[src/rtl/uart_rx_fifo.sv]
`default_nettype none
// ============================================================================
// Module  : uart_rx_fifo
// Brief   : 8N1 UART receiver feeding a small first-in first-out receive queue.
// Rev     : 1.0
// ============================================================================
module uart_rx_fifo #(
    parameter int CLK_HZ   = 50000000,
    parameter int BAUDRATE = 115200,
    parameter int DEPTH    = 4
) (
    input  logic                   clk,
    input  logic                   resetn,
    input  logic                   uart_rx,
    output logic [7:0]             rx_data,
    output logic                   rx_valid,
    input  logic                   rx_ready,
    output logic [$clog2(DEPTH):0] rx_level,
    output logic                   frame_err,
    output logic                   overrun
);
    localparam int c_DIV  = CLK_HZ / BAUDRATE;
    localparam int c_HALF = c_DIV / 2;
    localparam int c_CW   = $clog2(c_DIV);
    localparam int c_AW   = $clog2(DEPTH);

    localparam logic [2:0] S_IDLE  = 3'd0;
    localparam logic [2:0] S_START = 3'd1;
    localparam logic [2:0] S_DATA  = 3'd2;
    localparam logic [2:0] S_STOP  = 3'd3;
    localparam logic [2:0] S_BREAK = 3'd4;

    if (c_DIV < 4) begin : g_div_check
        $error("uart_rx_fifo: CLK_HZ/BAUDRATE must be at least 4");
    end
    if (DEPTH < 2 || DEPTH > 16 || (DEPTH & (DEPTH - 1)) != 0) begin : g_depth_check
        $error("uart_rx_fifo: DEPTH must be a power of 2 in 2..16");
    end

    logic [1:0]        r_sync;
    logic [1:0]        r_live;
    logic              r_armed;
    logic              w_rx_s;
    logic [2:0]        r_state;
    logic [2:0]        w_next;
    logic [c_CW-1:0]   r_cnt;
    logic [2:0]        r_bit;
    logic [7:0]        r_shift;
    logic              w_half;
    logic              w_full;
    logic              w_cnt_clr;
    logic              w_shift;
    logic              w_push;
    logic              w_ferr;
    logic              w_pop;
    logic              w_accept;
    logic [7:0]        r_mem [DEPTH];
    logic [c_AW-1:0]   r_wr;
    logic [c_AW-1:0]   r_rd;
    logic [c_AW:0]     r_level;

    assign w_rx_s = r_sync[1];
    assign w_half = (r_cnt == c_CW'(c_HALF - 1));
    assign w_full = (r_cnt == c_CW'(c_DIV - 1));

    // Start detection stays disarmed until the synchronizer holds a genuine
    // post-reset high, so a frame already in flight at release is ignored.
    always_ff @(posedge clk or negedge resetn) begin
        if (!resetn) begin
            r_sync  <= 2'b11;
            r_live  <= 2'b00;
            r_armed <= 1'b0;
        end else begin
            r_sync  <= {r_sync[0], uart_rx};
            r_live  <= {r_live[0], 1'b1};
            r_armed <= r_armed | (r_live[1] & w_rx_s);
        end
    end

    always_ff @(posedge clk or negedge resetn) begin
        if (!resetn) begin
            r_state <= S_IDLE;
        end else begin
            r_state <= w_next;
        end
    end

    always_comb begin
        w_next = r_state;
        case (r_state)
            S_IDLE:  if (r_armed && !w_rx_s) w_next = S_START;
            S_START: if (w_half) w_next = w_rx_s ? S_IDLE : S_DATA;
            S_DATA:  if (w_full && r_bit == 3'd7) w_next = S_STOP;
            S_STOP:  if (w_full) w_next = w_rx_s ? S_IDLE : S_BREAK;
            S_BREAK: if (w_rx_s) w_next = S_IDLE;
            default: w_next = S_IDLE;
        endcase
    end

    always_comb begin
        w_cnt_clr = 1'b1;
        w_shift   = 1'b0;
        w_push    = 1'b0;
        w_ferr    = 1'b0;
        case (r_state)
            S_START: w_cnt_clr = w_half;
            S_DATA: begin
                w_cnt_clr = w_full;
                w_shift   = w_full;
            end
            S_STOP: begin
                w_cnt_clr = w_full;
                w_push    = w_full & w_rx_s;
                w_ferr    = w_full & ~w_rx_s;
            end
            default: w_cnt_clr = 1'b1;
        endcase
    end

    always_ff @(posedge clk or negedge resetn) begin
        if (!resetn) begin
            r_cnt   <= '0;
            r_bit   <= 3'd0;
            r_shift <= 8'h00;
        end else begin
            r_cnt <= w_cnt_clr ? '0 : r_cnt + 1'b1;
            if (r_state == S_START) begin
                r_bit <= 3'd0;
            end else if (w_shift) begin
                r_bit <= r_bit + 3'd1;
            end
            if (w_shift) begin
                r_shift <= {w_rx_s, r_shift[7:1]};
            end
        end
    end

    // A full queue still accepts a byte when the head leaves in the same cycle.
    assign w_pop    = rx_valid & rx_ready;
    assign w_accept = w_push & ((r_level < (c_AW + 1)'(DEPTH)) | w_pop);

    always_ff @(posedge clk or negedge resetn) begin
        if (!resetn) begin
            r_wr      <= '0;
            r_rd      <= '0;
            r_level   <= '0;
            frame_err <= 1'b0;
            overrun   <= 1'b0;
        end else begin
            if (w_accept) begin
                r_wr <= r_wr + 1'b1;
            end
            if (w_pop) begin
                r_rd <= r_rd + 1'b1;
            end
            case ({w_accept, w_pop})
                2'b10:   r_level <= r_level + 1'b1;
                2'b01:   r_level <= r_level - 1'b1;
                default: r_level <= r_level;
            endcase
            frame_err <= w_ferr;
            overrun   <= w_push & ~w_accept;
        end
    end

    always_ff @(posedge clk or negedge resetn) begin
        if (!resetn) begin
            for (int i = 0; i < DEPTH; i++) begin
                r_mem[i] <= 8'h00;
            end
        end else if (w_accept) begin
            r_mem[r_wr] <= r_shift;
        end
    end

    assign rx_data  = r_mem[r_rd];
    assign rx_valid = (r_level != '0);
    assign rx_level = r_level;

endmodule
`default_nettype wire

[config.mk]
export PLATFORM = sky130hd
export DESIGN_NAME = uart_rx_fifo
export DESIGN_NICKNAME = d
export VERILOG_FILES = /design/src/rtl/uart_rx_fifo.sv
export SDC_FILE = /design/constraint.sdc
export NUM_CORES = 1
export LEC_CHECK = 0
export BUFFER_PORTS_ARGS = -buffer_cell sky130_fd_sc_hd__buf_2
export CAP_MARGIN = 5
export CORE_MARGIN = 2
export CORE_UTILIZATION = 60
export DETAILED_ROUTE_END_ITERATION = 10
export PLACE_DENSITY = 0.91
export SLEW_MARGIN = 10
export SYNTH_ARGS = -nofsm -noshare
export SYNTH_HDL_FRONTEND = slang
export SYNTH_SLANG_ARGS = --single-unit
[constraint.sdc]
create_clock -name clk -period 3.2 [get_ports clk]
set_clock_uncertainty 0.05 [all_clocks]
set_input_delay 0.16 -clock clk [delete_from_list [all_inputs] [get_ports clk]]
set_output_delay 0.16 -clock clk [all_outputs]
set_load 0.01 [all_outputs]
Word level (Yosys, flattened, before mapping)

Cells that the tools add are included.

Add/sub/neg operators: 6
$lt $le $gt $ge: 4
Equal/unequal tests: 14
Muxes and demuxes: 22
Bitwise logic cells: 12
Reduce and logical (&&, ||, !) cells: 10

Operator list:

| operator            | number |
|---|---|
| $bwmux 32           | 1 |
| $mux 3              | 8 |
| $mux 8              | 3 |
| $bmux 8 s2          | 1 |
| $demux 8 s2         | 1 |
| $pmux 3 s5          | 1 |
| $ne 2x2->1 const B  | 5 |
| $add 9x1->9 const B | 1 |
| $eq 9x8->1 const B  | 1 |
| $eq 9x9->1 const B  | 1 |
| $mux 9              | 1 |
| $add 3x1->3 const B | 2 |
| $and 1x1->1         | 6 |
| $eq 3x2->1 const B  | 2 |
| $eq 3x3->1 const B  | 2 |
| $ge 3x3->1 const B  | 2 |
| $not 2->3           | 2 |
| $pmux 3 s2          | 1 |
| $reduce_and 5->1    | 1 |
| $add 2x1->2 const B | 2 |
| $reduce_bool 2->1   | 2 |
| $eq 3x1->1 const B  | 1 |
| $logic_and 1x1->1   | 3 |
| $logic_not 3->1     | 1 |
| other kinds (13)    | 17 |

Register bits: 69
Input port bits: 4
Output and inout bits: 14
Word-level logic and storage cells: 84

Longest topological paths before layout

Gate-level depths: netlist (run 1).

Word-level depth: 6
Mapped depth: 12

Worst setup path before layout (run 1)

OpenSTA, ideal clock, no wires.

Kind: register to register
From: register r_cnt[1]
To: register r_level[2] (netlist: rx_level[2])
Library setup time: 127 ps
Arrival time: 2304 ps
Data required time: 3023 ps
Path slack: 719 ps
Cell stages (with the launch flop): 13
Clock period less this slack: 2481 ps
Cells stage by stage: dfrtp_1 inv_1 ha_1 and4bb_2 nand3_4 nor4b_1 inv_1 ha_1 inv_1 fa_1 xor2_1 nor2_1 xor2_1

Word-level cells in the longest chain between the ends: 6

Ends and longest elaborated chain:

| item                                            | line | text |
|---|---|---|
| start: declaration                              | 46   | `logic [c_CW-1:0] r_cnt;` |
| start signal: assignment                        | 126  | `r_cnt <= w_cnt_clr ? '0 : r_cnt + 1'b1;` |
| $eq 9x9->1 (*)                                  | 64   | `assign w_full = (r_cnt == c_CW'(c_DIV - 1));` |
| $and 1x1->1 (*)                                 | 113  | `w_push = w_full & w_rx_s;` |
| $mux 1 (*)                                      | 105  | `case (r_state)` |
| $and 1x1->1 (*)                                 | 140  | `assign w_accept = w_push & ((r_level < (c_AW + 1)'(DEPTH)) \| w_pop);` |
| $eq 2x1->1 or $eq 2x2->1 (tied branches)        | 156  | `case ({w_accept, w_pop})` |
| $pmux 3 s2 or $reduce_bool 2->1 (tied branches) | n/a  |  |
| end signal: assignment                          | 157  | `2'b10: r_level <= r_level + 1'b1;` |
| end signal: assignment                          | 158  | `2'b01: r_level <= r_level - 1'b1;` |
| end signal: assignment                          | 159  | `default: r_level <= r_level;` |
| end: declaration                                | 60   | `logic [c_AW:0] r_level;` |

Every way passes the cells marked *; elsewhere a longest branch is shown, timed or not.
A chain may end at the register's enable or synchronous reset.

Final worst setup path (run 1)

Same ends and word-level chain as after synthesis.

==> results of run 1 <==
[placed cells by master (no fill, tap or decap), drive strengths merged, types with 5 or more instances in the layout]
cell / Yosys / routed
dfrtp: 67 / 67
mux2: 41 / 41
buf: 5 / 18
nor2: 16 / 16
clkbuf: 3 / 13
xor2: 10 / 10
nand2: 10 / 10
ha: 10 / 10
inv: 8 / 8
mux4: 8 / 8
or4: 5 / 5
[sequential cells by signal, indices dropped and copies added, names as in the netlist]
| register | cells |
|---|---|
| overrun | 1 |
| r_bit | 3 |
| frame_err | 1 |
| r_wr | 2 |
| r_shift | 8 |
| r_armed | 1 |
| r_live | 2 |
| r_cnt | 9 |
| rx_level | 3 |
| r_rd | 2 |
| r_sync | 2 |
| r_state | 3 |
| r_mem | 32 |
[power by group through the flow]
stage / clock network (uW) / registers (uW) / logic (uW)
3_5_place_dp: 0 / 966 / 129
6_report: 649 / 950 / 129
3_3_place_gp: 0 / 962 / 126
5_1_grt: 702 / 958 / 150
4_1_cts: 664 / 949 / 132
2_1_floorplan: 0 / 955 / 89.6
[per-stage QoR]
| step | total power, uW | cell area, sq um | utilization | hold WS (ns) |
|---|---|---|---|---|
| after floorplan | 1044 | 3268 | - | -0.1856 |
| after global placement | 1088 | 3388 | 0.6551 | 0.1390 |
| after detailed placement | 1094 | 3388 | 0.6551 | 0.1520 |
| after CTS | 1745 | 3587 | 0.6935 | 0.07215 |
| after global routing | 1810 | 3587 | 0.6935 | 0.09662 |
| final | 1728 | 3587 | 0.6935 | 0.07369 |
[synth_stat cells, drive strengths merged (3+ instances only)]
cell type,instances,area [sq um]
nor2b,3,18.77
inv,8,30.03
xor2,10,87.58
xnor2,4,35.03
clkbuf,3,11.26
buf,5,48.79
nor2,16,60.06
nand2,10,37.54
and2,3,18.77
nand3,3,27.53
mux4,8,180.2
mux2,41,581.8
ha,10,125.1
nand4,3,18.77
dfrtp,67,1677
or4,5,37.54
[tightest hold or removal path: cells and delay by family]
family	cells	cell delay, ns
AND/OR/NAND/NOR	3	0.19
buffers and inverters	1	0.09
[cell type report]
type / instances / area (sq um) / share of cell area
flip-flops and latches: 69 / 1729 / 0.4820
multi-input cells: 144 / 1449 / 0.4039
clock buffers: 13 / 158.9 / 0.04430
repair buffers: 20 / 112.6 / 0.03139
well taps: 70 / 87.58 / 0.02442
inverters: 8 / 30.03 / 0.008371
clock inverters: 3 / 20.02 / 0.005581
[per-layer routing]
metal	GRT usage	up-vias	part of all wire
met3	0.04884	10	0.025
met2	0.3207	22	0.51
met4	0.08571	0	0.020
met5	0	-	0
li1	-	860	-
met1	0.2737	971	0.45
[final timing paths]
check                           startpoint           to  slack (ns)  cells after the start
worst min register to register   r_live[0]    r_live[1]        0.30                      0
worst max-delay path              r_cnt[1]  rx_level[2]        0.48                     12
worst max register to register    r_cnt[1]  rx_level[2]        0.48                     12
worst min-delay path              rx_ready      overrun        0.07                      4
min in group asynchronous           resetn      r_rd[1]        0.29                      2
max in group asynchronous           resetn     r_cnt[4]        1.86                      3
[logic make-up after synthesis]
family          after synthesis
compound gates                8
xor+xnor                     14
fa+ha+maj                    11
buf+inv                      16
flops                        69
mux                          51
other cells                   1
simple gates                 59
==> summary.md, run 1 <==
| Metric | Value |
|---|---|
| Critical path endpoint category | flop |
| Slew of the pin with the lowest slew margin | 0.7060 ns |
| RSZ-0062 raised after global routing | no |
| Largest net degree at the start of global routing | 43 |
| Number of fill cells | 343 |
| Relative slew slack | 0.5293 |
| Starting Density | 0.6318 |
| Net switching power | 442.6 uW |
| Fin. Hold Viols | 0 |
| Root Driver | clkbuf_8 |
| Mux cell area share after synthesis | 0.2393 |
| Register area share after synthesis | 0.5291 |
| Initial antenna violation count | 0 |
| Ys async rst share | 1.000 |
| Final setup viols | 0 |
| Htree depth | 3 |
| Clock Power Share | 0.376 |
| Area of the core | 0.005172 sq mm |
| Worst hold-check path type | input port to flop |
| Largest family of logic cells by synthesized area | multiplexers |
| Req. time, crit path | 3.38 ns |
| Global-route wire length before repair | 9.411 mm |
| Max-cap violations | 0 |
| Crit Path Max Fanout | 9 |
| Period utilization | 0.8501 |
| GRT overflow | 0 |
| Post-synth EDFFs | 0 |
| Total track usage | 0.2044 |
| Drt total wl | 5.444 mm |
| WS Path Type | flop to flop |
| Pint | 1286 uW |
| # Post-CTS Setup Buffers | 0 |
| Synth cell types | 42 |
| Min Clock Period, post-route | 2.720 ns |
| CP Buf/Inv Count | 3 |
| CP top delay family | simple AND/OR/NAND/NOR gates |
| Die X | 77.81 um |
| Cts bufs inserted | 9 |
| FF+latch count, synth | 69 |
| PortBufs | 17 |
| CP dominant cell by count | inv_1 |
| Slew Limit Fails | 0 |
| CTS tree | yes |
| Area grow syn2layout | 9.763% |
| DR pass1 iterations | 4 |
| Sw Share | 0.2561 |
| Routed WL per cell | 16.65 um |
| Startpoint type of the worst setup path | flop |
| RD Place Congestion | 0.8511 |
| Fmax | 367.6 MHz |
| Placed cell count | 309 |
| WP data arrival | 2.90 ns |
| Die Height | 77.81 um |
| Post-route ant nets | 0 |
| Standard-cell rows | 26 |
| Combinational power share | 0.075 |
| PostCTS Resize Cnt | 0 |
| Clock-pin slew on the worst setup and hold paths | 0.08 ns |
| Worst Slack Setup Final | 0.4798 ns |
| Post-synthesis compound-gate area fraction | 0.01646 |
| Place WS | 0.4772 ns |
| Ys flop type | dfrtp_1 |
| DP HPWL | 3.523 mm |
| YS warnings | 0 |
| Simple logic cell fraction of the synthesized area | 0.1045 |
| Synthesized area | 0.003268 sq mm |
| Sequential Power Share | 0.550 |
| Vias in the first global route | 1920 |
| Die area | 0.006054 sq mm |
| Cts hold-fix bufs | 2 |
| Mean Syn Cell Area | 14.27 sq um |
| Cells after Synth | 229 |
| Pleak | 0.001835 uW |
| Status | finished, final reports clean |
| Top Ports | 18 |
| Layout cell share with drive strength beyond 1 | 0.3268 |
| Peak VDD IR | 471.6 uV |
| Net Count, Synth | 244 |
| Vias post-DR | 1863 |
| CTS Sinks | 69 |
| Initial DRC count | 126 |
| Vias per cell | 5.697 |
| DRC errors left | 0 |
| Clock Latency Late Sink | 0.35 ns |
| Non-Filler Instances | 327 |
| Pwr/cell area | 481.8 mW/mm^2 |
| Worst path max stage delay | 0.60 ns |
| Antenna Cells | 0 |
| XOR/XNOR Fraction of Synth Area | 0.03752 |
| Nets | 267 |
| Clock Tree Buf Depth | 2 |
| Total Neg Setup Slack | 0 ns |
| Crit-path cells | inv_1, ha_1, and4bb_2, nand3_4, nor4b_1, inv_1, ha_1, inv_1, fa_1, xor2_1, nor2_1, xor2_1 |
| Slowest CP cell | nor4b_1 |
| Post-synthesis adder-cell area fraction | 0.04441 |
(Power assumes the default switching activity.)
==> inputs of run 2 (changes only) <==
--- a/config.mk
+++ b/config.mk
@@ -10,7 +10,7 @@
 export CORE_MARGIN = 2
 export CORE_UTILIZATION = 60
 export DETAILED_ROUTE_END_ITERATION = 10
-export PLACE_DENSITY = 0.91
+export PLACE_DENSITY = 0.79
 export SLEW_MARGIN = 10
 export SYNTH_ARGS = -nofsm -noshare
 export SYNTH_HDL_FRONTEND = slang
==> summary.md, run 2 (synthesized netlist as in run 1, its figures left out) <==
| Metric | Value |
|---|---|
| Antenna Cells | 0 (unchanged) |
| PortBufs | 17 (unchanged) |
| Worst R2R Setup Slack | 0.37 ns (-0.11 ns) |
| Critical path endpoint category | flop |
| CTS tree | yes |
| Period utilization | 0.8829 (+0.03287) |
| Post-Route M1 WL | 2.569 mm (+5.7%) |
| Top layer in use | met4 |
| CTS Sinks | 69 (unchanged) |
| Hold depth | 4 (unchanged) |
| Area of the core | 0.005172 sq mm (unchanged) |
| Reg2reg path depth | 10 (-2) |
| # Post-CTS Setup Buffers | 0 (unchanged) |
| Non-Filler Instances | 328 (+0.31%) |
| Pwr/cell area | 501.4 mW/mm^2 (+4.1%) |
| Die area | 0.006054 sq mm (unchanged) |
| Startpoint type of the worst setup path | flop |
| Slew Limit Fails | 0 (unchanged) |
| Cts bufs inserted | 9 (unchanged) |
| Pleak | 0.001858 uW (+1.3%) |
| Fin. Hold Viols | 0 (unchanged) |
| Max-cap violations | 0 (unchanged) |
| Final setup viols | 0 (unchanged) |
| Total track usage | 0.2071 (+0.002791) |
| Initial antenna violation count | 0 (unchanged) |
| Fin util | 0.7003 (+0.006773) |
| Nets | 268 (+0.37%) |
| Peak VDD IR | 475.1 uV (+0.74%) |
| Clock Latency Late Sink | 0.33 ns (-0.02 ns) |
| Starting Density | 0.6318 (unchanged) |
| Placed cell count | 310 (+0.32%) |
| Clock-pin slew on the worst setup and hold paths | 0.07 ns (about the same) |
| Largest net degree at the start of global routing | 44 (+2.3%) |
| Root Driver | clkbuf_8 |
| Post-route ant nets | 0 (unchanged) |
| DP HPWL | 3.640 mm (+3.3%) |
| Vias per cell | 5.521 (-3.1%) |
| PostCTS Resize Cnt | 0 (unchanged) |
| Crit Path Max Fanout | 9 (unchanged) |
| Initial DRC count | 55 (-56%) |
| Reg2reg end | rx_level[1] |
| Req. time, crit path | 3.41 ns (+0.03 ns) |
| Met2 Wirelength | 2.640 mm (-4.6%) |
| Hold path startpoint | rx_ready |
| Status | finished, final reports clean |
| Slew of the pin with the lowest slew margin | 0.9290 ns (+0.2230 ns) |
| Commonest non-fill, non-tap cells in the layout | dfrtp_1, mux2_4, buf_2, nor2_1, clkbuf_8 |
| Global-route wire length before repair | 9.542 mm (+1.4%) |
| Clock Tree Buf Depth | 2 (unchanged) |
| Top reg by flops | r_mem |
| Power Total | 1816 uW (+5.1%) |
| DR WL met3 | 135 um (-1.5%) |
| Fmax | 353.9 MHz (-3.7%) |
| RD Place Congestion | 0.8482 (-0.34%) |
| Routed WL per cell | 16.52 um (-0.74%) |
| DR pass1 iterations | 4 (unchanged) |
| Area grow syn2layout | 10.83% |
| Largest register FFs | 32 (unchanged) |
| Hold endpoint | overrun |
| WS Path Type | flop to flop |
| DRC errors left | 0 (unchanged) |
| Die Height | 77.81 um (unchanged) |
| Commonest non-fill, non-tap cell in the layout | dfrtp_1 |
| Worst hold-check path type | input port to flop |
| Min Clock Period, post-route | 2.825 ns (+0.1052 ns) |
| Start of the worst register-to-register path | r_cnt[1] |
| WP data arrival | 3.03 ns (+0.13 ns) |
| Total Neg Setup Slack | 0 ns (unchanged) |
| Top Ports | 18 (unchanged) |
| Vias in the first global route | 1933 (+0.68%) |
| Layout cell share with drive strength beyond 1 | 0.3256 (-0.001267) |
| Drt total wl | 5.420 mm (-0.44%) |
| RSZ-0062 raised after global routing | no |
| Top flop regs | r_mem: 32 flops, r_cnt: 9 flops, r_shift: 8 flops |
| Relative slew slack | 0.3807 (-0.1487) |
| Vias post-DR | 1811 (-2.8%) |
| Htree depth | 3 (unchanged) |
| Standard-cell rows | 26 (unchanged) |
| Die X | 77.81 um (unchanged) |
| GRT overflow | 0 (unchanged) |
run 2: cell types whose count changed in the layout (fill, tap and decap cells not counted), sizes merged:
| cell | before | now |
|---|---|---|
| clkbuf | 13 | 15 |
| clkinvlp | 2 | 0 |
| buf | 18 | 19 |
| bufinv | 0 | 1 |
| clkinv | 1 | 0 |
run 2: worst max-delay path: stages, from the launching register on:
cell and delay, ns:
dfrtp_1 0.39, inv_1 0.09, ha_1 0.15, and4bb_2 0.28, nand3_4 0.12, nor4b_1 0.69
inv_1 0.10, ha_1 0.23, inv_1 0.08, fa_1 0.41, o21ai_0 0.15
run 2: where the power goes:
group | switching [uW] | leakage (uW) | internal (uW)
clock network | 309 | 0.000104 | 426
registers | 42.9 | 0.000931 | 908
logic | 74.2 | 0.000823 | 56.8
run 2: layer usage:
layer | vias up | global-route usage
met5 | - | 0
met4 | 0 | 0.08929
met3 | 7 | 0.04419
met2 | 27 | 0.3233
met1 | 920 | 0.2820
li1 | 857 | -
run 2: how the worst max path moves through the flow:
stage                         from          end  slack [ns]
final                     r_cnt[1]  rx_level[1]        0.37
after global routing      r_cnt[1]  rx_level[1]        0.11
after CTS                 r_cnt[1]  rx_level[1]        0.34
after detailed placement  r_cnt[1]  rx_level[1]        0.35
after global placement    r_cnt[1]  rx_level[2]        0.55
after floorplan           r_cnt[1]  rx_level[2]        0.72
run 2: timing repair:
| item | in CTS | in global routing |
|---|---|---|
| endpoints found under the setup margin | 0 | 0 |
| endpoints found under the hold margin | 42 | 0 |
| hold buffers | 2 | 0 |
run 2: cell type report:
type / count / area, sq um
repair buffers: 21 / 120.1
fillers: 349 / 1550
inverters: 8 / 30.03
flip-flops and latches: 69 / 1729
clock inverters: 1 / 30.03
clock buffers: 15 / 176.4
multi-input cells: 144 / 1449
well taps: 70 / 87.58
run 2: metrics by stage:
stage	hold slack (ns)	worst slack, ns	cell area [sq um]
2_1_floorplan	-0.1856	0.7189	3268
3_3_place_gp	0.2149	0.5548	3396
3_5_place_dp	0.2161	0.3508	3396
4_1_cts	0.08362	0.3383	3622
5_1_grt	0.1448	0.1099	3622
6_report	0.09490	0.3746	3622
